## src/rtl/free_ptr_pool.sv

```systemverilog
// Free-address allocator for the data table RAM.
// Self-initialises to hold every address in ascending order, hands them out
// through a show-ahead output register and accepts returned addresses.
// Optional double-free detection: define FREE_PTR_DOUBLE_FREE_CHECK_EN.
module free_ptr_pool #(
  parameter int unsigned A_WIDTH = 8
) (
  input  logic               clk_i,
  input  logic               rst_i,
  input  logic               reinit_i,
  output logic               init_done_o,
  input  logic [A_WIDTH-1:0] add_free_ptr_i,
  input  logic               add_free_ptr_en_i,
  output logic [A_WIDTH-1:0] next_free_ptr_o,
  output logic               next_free_ptr_val_o,
  input  logic               next_free_ptr_rd_ack_i,
  output logic [A_WIDTH:0]   free_cnt_o,
  output logic               overflow_o,
  output logic               underflow_o,
  output logic               double_free_o
);

  localparam int unsigned DEPTH = 2**A_WIDTH;
  localparam int unsigned CW    = A_WIDTH + 1;

  localparam logic [0:0] ST_INIT  = 1'b0;
  localparam logic [0:0] ST_READY = 1'b1;

  logic [0:0]         state, state_n;
  logic [A_WIDTH-1:0] init_cnt, init_cnt_n;
  logic [A_WIDTH-1:0] wr_ptr, wr_ptr_n;
  logic [A_WIDTH-1:0] rd_ptr, rd_ptr_n;
  logic [CW-1:0]      fifo_cnt, fifo_cnt_n;
  logic [A_WIDTH-1:0] mem [DEPTH];

  logic               mem_we;
  logic [A_WIDTH-1:0] mem_wd;

  logic               done_n, val_n, ovf_n, unf_n, dbl_n;
  logic [A_WIDTH-1:0] ptr_n;
  logic [CW-1:0]      cnt_n;

  logic pop, push, load, full, dbl_hit;

`ifdef FREE_PTR_DOUBLE_FREE_CHECK_EN
  logic [DEPTH-1:0] free_map, free_map_n;
  // A pointer being popped this very cycle is no longer free, so re-adding it is legal.
  assign dbl_hit = free_map[add_free_ptr_i] &&
                   !(pop && (next_free_ptr_o == add_free_ptr_i));
`else
  assign dbl_hit = 1'b0;
`endif

  assign pop  = next_free_ptr_rd_ack_i && next_free_ptr_val_o;
  assign full = (free_cnt_o == CW'(DEPTH));
  assign push = (state == ST_READY) && add_free_ptr_en_i && !dbl_hit && (!full || pop);
  assign load = (state == ST_READY) && (!next_free_ptr_val_o || pop) && (fifo_cnt != '0);

  // Next-state and next-output computation.
  always_comb begin
    state_n    = state;
    init_cnt_n = init_cnt;
    wr_ptr_n   = wr_ptr;
    rd_ptr_n   = rd_ptr;
    fifo_cnt_n = fifo_cnt;
    done_n     = init_done_o;
    val_n      = next_free_ptr_val_o;
    ptr_n      = next_free_ptr_o;
    cnt_n      = free_cnt_o;
    ovf_n      = 1'b0;
    unf_n      = 1'b0;
    dbl_n      = 1'b0;
    mem_we     = 1'b0;
    mem_wd     = add_free_ptr_i;
`ifdef FREE_PTR_DOUBLE_FREE_CHECK_EN
    free_map_n = free_map;
`endif
    if (reinit_i) begin
      state_n    = ST_INIT;
      init_cnt_n = '0;
      wr_ptr_n   = '0;
      rd_ptr_n   = '0;
      fifo_cnt_n = '0;
      done_n     = 1'b0;
      val_n      = 1'b0;
      ptr_n      = '0;
      cnt_n      = '0;
`ifdef FREE_PTR_DOUBLE_FREE_CHECK_EN
      free_map_n = '0;
`endif
    end else if (state == ST_INIT) begin
      mem_we     = 1'b1;
      mem_wd     = init_cnt;
      wr_ptr_n   = wr_ptr + A_WIDTH'(1);
      fifo_cnt_n = fifo_cnt + CW'(1);
      cnt_n      = free_cnt_o + CW'(1);
      init_cnt_n = init_cnt + A_WIDTH'(1);
      ovf_n      = add_free_ptr_en_i;
      unf_n      = next_free_ptr_rd_ack_i;
      if (init_cnt == A_WIDTH'(DEPTH - 1)) begin
        state_n = ST_READY;
        done_n  = 1'b1;
`ifdef FREE_PTR_DOUBLE_FREE_CHECK_EN
        free_map_n = '1;
`endif
      end
    end else begin
      unf_n      = next_free_ptr_rd_ack_i && !next_free_ptr_val_o;
      dbl_n      = add_free_ptr_en_i && dbl_hit;
      ovf_n      = add_free_ptr_en_i && !dbl_hit && !push;
      fifo_cnt_n = fifo_cnt + CW'(push) - CW'(load);
      cnt_n      = free_cnt_o + CW'(push) - CW'(pop);
      if (push) begin
        mem_we   = 1'b1;
        wr_ptr_n = wr_ptr + A_WIDTH'(1);
      end
      if (load) begin
        ptr_n    = mem[rd_ptr];
        rd_ptr_n = rd_ptr + A_WIDTH'(1);
        val_n    = 1'b1;
      end else if (pop) begin
        val_n = 1'b0;
      end
`ifdef FREE_PTR_DOUBLE_FREE_CHECK_EN
      if (pop)  free_map_n[next_free_ptr_o] = 1'b0;
      if (push) free_map_n[add_free_ptr_i]  = 1'b1;
`endif
    end
  end

  // State and output registers with synchronous reset.
  always_ff @(posedge clk_i) begin
    if (rst_i) begin
      state               <= ST_INIT;
      init_cnt            <= '0;
      wr_ptr              <= '0;
      rd_ptr              <= '0;
      fifo_cnt            <= '0;
      init_done_o         <= 1'b0;
      next_free_ptr_val_o <= 1'b0;
      next_free_ptr_o     <= '0;
      free_cnt_o          <= '0;
      overflow_o          <= 1'b0;
      underflow_o         <= 1'b0;
    end else begin
      state               <= state_n;
      init_cnt            <= init_cnt_n;
      wr_ptr              <= wr_ptr_n;
      rd_ptr              <= rd_ptr_n;
      fifo_cnt            <= fifo_cnt_n;
      init_done_o         <= done_n;
      next_free_ptr_val_o <= val_n;
      next_free_ptr_o     <= ptr_n;
      free_cnt_o          <= cnt_n;
      overflow_o          <= ovf_n;
      underflow_o         <= unf_n;
    end
  end

  // FIFO storage; contents need no reset since occupancy is tracked separately.
  always_ff @(posedge clk_i) begin
    if (mem_we) mem[wr_ptr] <= mem_wd;
  end

`ifdef FREE_PTR_DOUBLE_FREE_CHECK_EN
  // Free bitmap and double-free pulse.
  always_ff @(posedge clk_i) begin
    if (rst_i) begin
      free_map      <= '0;
      double_free_o <= 1'b0;
    end else begin
      free_map      <= free_map_n;
      double_free_o <= dbl_n;
    end
  end
`else
  assign double_free_o = 1'b0;
  logic unused_dbl;
  assign unused_dbl = dbl_n;
`endif

endmodule

```

## config.mk

```make
export PLATFORM = sky130hd
export DESIGN_NAME = free_ptr_pool
export DESIGN_NICKNAME = d
export VERILOG_FILES = /design/src/rtl/free_ptr_pool.sv
export SDC_FILE = /design/constraint.sdc
export NUM_CORES = 2
export LEC_CHECK = 0
export ABC_AREA = 1
export BUFFER_PORTS_ARGS = -buffer_cell sky130_fd_sc_hd__buf_2
export CORE_ASPECT_RATIO = 0.5
export CORE_MARGIN = 8
export CORE_UTILIZATION = 30
export CTS_BUF_LIST = sky130_fd_sc_hd__clkbuf_8
export DETAILED_ROUTE_END_ITERATION = 6
export GPL_ROUTABILITY_DRIVEN = 0
export PLACE_DENSITY = 0.56
export SLEW_MARGIN = 20
export SYNTH_ARGS = -nofsm -noshare
export SYNTH_HDL_FRONTEND = slang
export SYNTH_SLANG_ARGS = --single-unit
```

## constraint.sdc

```tcl
create_clock -name clk_i -period 20.4 [get_ports clk_i]
set_input_delay 1.02 -clock clk_i [delete_from_list [all_inputs] [get_ports clk_i]]
set_output_delay 1.02 -clock clk_i [all_outputs]
set_load 0.01 [all_outputs]
```

==> impl_metrics.toml <==
[route]
drt-pass1-iter-count = 6
wl_per_cell_um = 20.9
vias = 60400
drt-total-wl_mm = 263
drt_iter0_markers = 6271
avgViaCountPerCell = 4.81
drc = 0
antenna_left = 0

[setup_path]
r2r_cells = 17
cp-start-kind = "register"
cp_cell_sequence = "inv_8 -> buf_4 -> buf_4 -> buf_4 -> nand2_1 -> nand3_1 -> nand3_1 -> nand3_1 -> nand2_1 -> nand2_1 -> nand2_1 -> nor2_1 -> nand2_1 -> nand3_1 -> nand3_1 -> nand2_1 -> inv_1"
crit_type = "register to register"
cpMaxStageDelayCell = "buf_4"
cp-end-kind = "register"
arrival_ns = 5.85
crit_top_cell = "nand2_1"
crit_cells = 17
critPathBufInv = 5
slowest_delay_ns = 0.82
crit_fanout = 97
cp.required_ns = 21.23
cp_top_family = "buffers and inverters"

[sta]
max_freq_mhz = 199
slew_violations = 0
rsz0062_at_grt = "false"
hold_slack_ns = 0.447
fin_skew_ns = 0.152
period_needed_ns = 5.02
post-route-period-util_pct = 24.6
setup_viol = 0
relSlewSlack_pct = 20.0
hold_viol = 0
worst_pin_slew_ns = 1.20
setup_tns_ns = 0

[die]
num_rows = 141
io_pins = 35
die_x_um = 788
die_h_um = 402
die_area_sq_um = 317000
coreArea_sq_um = 296000
start_util_pct = 30.2

[yosys]
yosysWarningCount = 0
synth.distinct_cells = 39
synthCells = 8364
yosysTopAreaCell = "edfxtp_1"
synthTopCellsByArea = "edfxtp_1 69%, nand2_1 9.2%, nor2_1 5.3%, nand3_1 4.0%, inv_1 2.9%"
syn_nets = 8425
avgSynthCellArea_sq_um = 10.7
ys_ff_latch = 2103
seq_area_frac_synth_pct = 70.0
synth_area_sq_um = 89400
synth_top_area_share_pct = 68.8

[finish]
final_net_count = 8430
drive_above_1_share_pct = 6.58
syn_to_final_growth_pct = 11.1
nFillCells = 29600
multi_input_area_sq_um = 22100
regArea_sq_um = 62600

[placement]
portBuffers = 33
dp_hpwl_mm = 150

[grt]
grt-busiest-layer = "met2"
grt_use_met2_pct = 24.5
first_global_vias = 58100
antenna_found_initial = 12
use_met3_pct = 3.05
grt_use_met1_pct = 22.4
grt_max_degree = 231
overflow = 0
grt_use_total_pct = 15.9
grt_pass1_wl_mm = 386

[pwr]
powerDensity_nw_per_um2 = 83.4
p_leak_nw = 37.1
ir_worst_vdd_mv = 0.0415

[clocking]
cts_tree = "yes"
cts_root_buffer = "clkbuf_8"
clock_latency_ns = 0.99
cts_htree_levels = 5
cts_buffers = 334
cts.sink_count = 2103
post_cts_buffers = 0
ctsLongestPathBuffers = 4
path_clk_slew_ns = 0.06
hold_buffers = 0
cts_resized = 0

[status]
status = "completed"

[min_path]
hold_depth = 3
hold_path_class = "input pin to register"

[job]
max_cap_violations = 0
[cell usage after synthesis]
cell and number:
a211oi_1 1, a21o_1 1, a21oi_1 143, a221oi_1 4, a31oi_1 3, and3_1 8
buf_1 40, buf_12 1, buf_2 145, buf_4 29, buf_6 21, buf_8 1
clkbuf_1 224, clkinv_1 22, conb_1 1, dfxtp_1 55, edfxtp_1 2048, fa_1 2
ha_1 46, inv_1 684, inv_2 5, mux2_2 2, nand2_1 2196, nand3_1 718
nand4_1 9, nor2_1 1251, nor3_1 11, nor3b_1 1, nor4_1 1, o211ai_1 111
o21a_1 2, o21ai_0 508, o21ai_1 42, o21bai_1 2, o221ai_1 2, o22ai_1 4
or2_2 6, xnor2_1 3, xor2_1 11
[power breakdown]
group	total [mW]	internal [mW]	leakage (nW)	switching [mW]
logic	0.154	0.0149	14.5	0.139
clock network	3.37	1.68	3.52	1.69
registers	4.76	4.76	19.0	0.00157
[tightest hold or removal path, delay by kind of cell]
kind	cells	cell delay [ns]
AOI/OAI and AO/OA	1	0.06
buffers and inverters	2	0.18
[path summary, 6_finish.rpt]
check,start,slack (ns),to
max,rd_ptr[0]$_SDFFE_PP0P_,15.38,next_free_ptr_o[1]$_SDFFE_PP0P_
min,next_free_ptr_rd_ack_i,0.45,underflow_o$_SDFF_PP0_
max reg2reg,rd_ptr[0]$_SDFFE_PP0P_,15.38,next_free_ptr_o[1]$_SDFFE_PP0P_
min reg2reg,init_done_o$_SDFFE_PP0P_,0.46,init_done_o$_SDFFE_PP0P_
[metal layers]
metal,vias to the layer above,part of all wire [%]
met2,2413,44
met3,487,8.2
met1,29400,45
met5,-,0
met4,0,3.2
li1,28100,-
[area by class of cell]
class / instances / share of cell area (%)
sequential: 2103 / 63.0
multi-input combinational: 5089 / 22.2
tap: 3932 / 4.95
clock buffer: 346 / 4.79
inverter: 711 / 2.71
clock inverter: 238 / 1.24
timing repair buffer: 130 / 1.07
antenna: 4 / 0.0101
[sequential cells by signal, summed over array words and instances (netlist names)]
signal / count
next_free_ptr_val_o: 1
overflow_o: 1
init_done_o: 1
free_cnt_o: 9
wr_ptr: 8
next_free_ptr_o: 8
init_cnt: 8
mem: 2048
rd_ptr: 8
state: 1
underflow_o: 1
fifo_cnt: 9
[cell usage in the layout, fill, tap and decap left out, types with 79 or more instances in the layout]
cell      count
nand2_1    2193
edfxtp_1   2048
nor2_1     1246
inv_1       805
nand3_1     718
o21ai_0     508
clkbuf_8    346
a21oi_1     137
o211ai_1    111
buf_4        82
clkinv_1     79
[cell families (layout without fill, tap and decap cells)]
family / count (synthesis) / after routing / share of synthesized area (%)
buf+inv: 1172 / 1425 / 5.45
simple gates: 4201 / 4201 / 18.7
other cells: 1 / 5 / 0.00419
mux: 2 / 2 / 0.0252
fa+ha+maj: 48 / 48 / 0.688
xor+xnor: 14 / 14 / 0.137
flops: 2103 / 2103 / 70.0
compound gates: 823 / 823 / 4.97
[per-stage QoR]
| step | total power, mW | area, sq um | utilization (%) | worst slack, ns | std cells |
|---|---|---|---|---|---|
| after floorplan | 4.94 | 89400 | - | 10.36 | 8364 |
| after global placement | 5.01 | 93300 | 31.6 | 14.16 | 12000 |
| after detailed placement | 5.01 | 93400 | 31.6 | 15.40 | 12000 |
| after CTS | 8.35 | 99400 | 33.6 | 15.47 | 12500 |
| after global routing | 8.53 | 99400 | 33.6 | 15.05 | 12600 |
| final | 8.29 | 99400 | 33.6 | 15.38 | 12600 |
No activity file was read; power rests on OpenSTA's default activity.
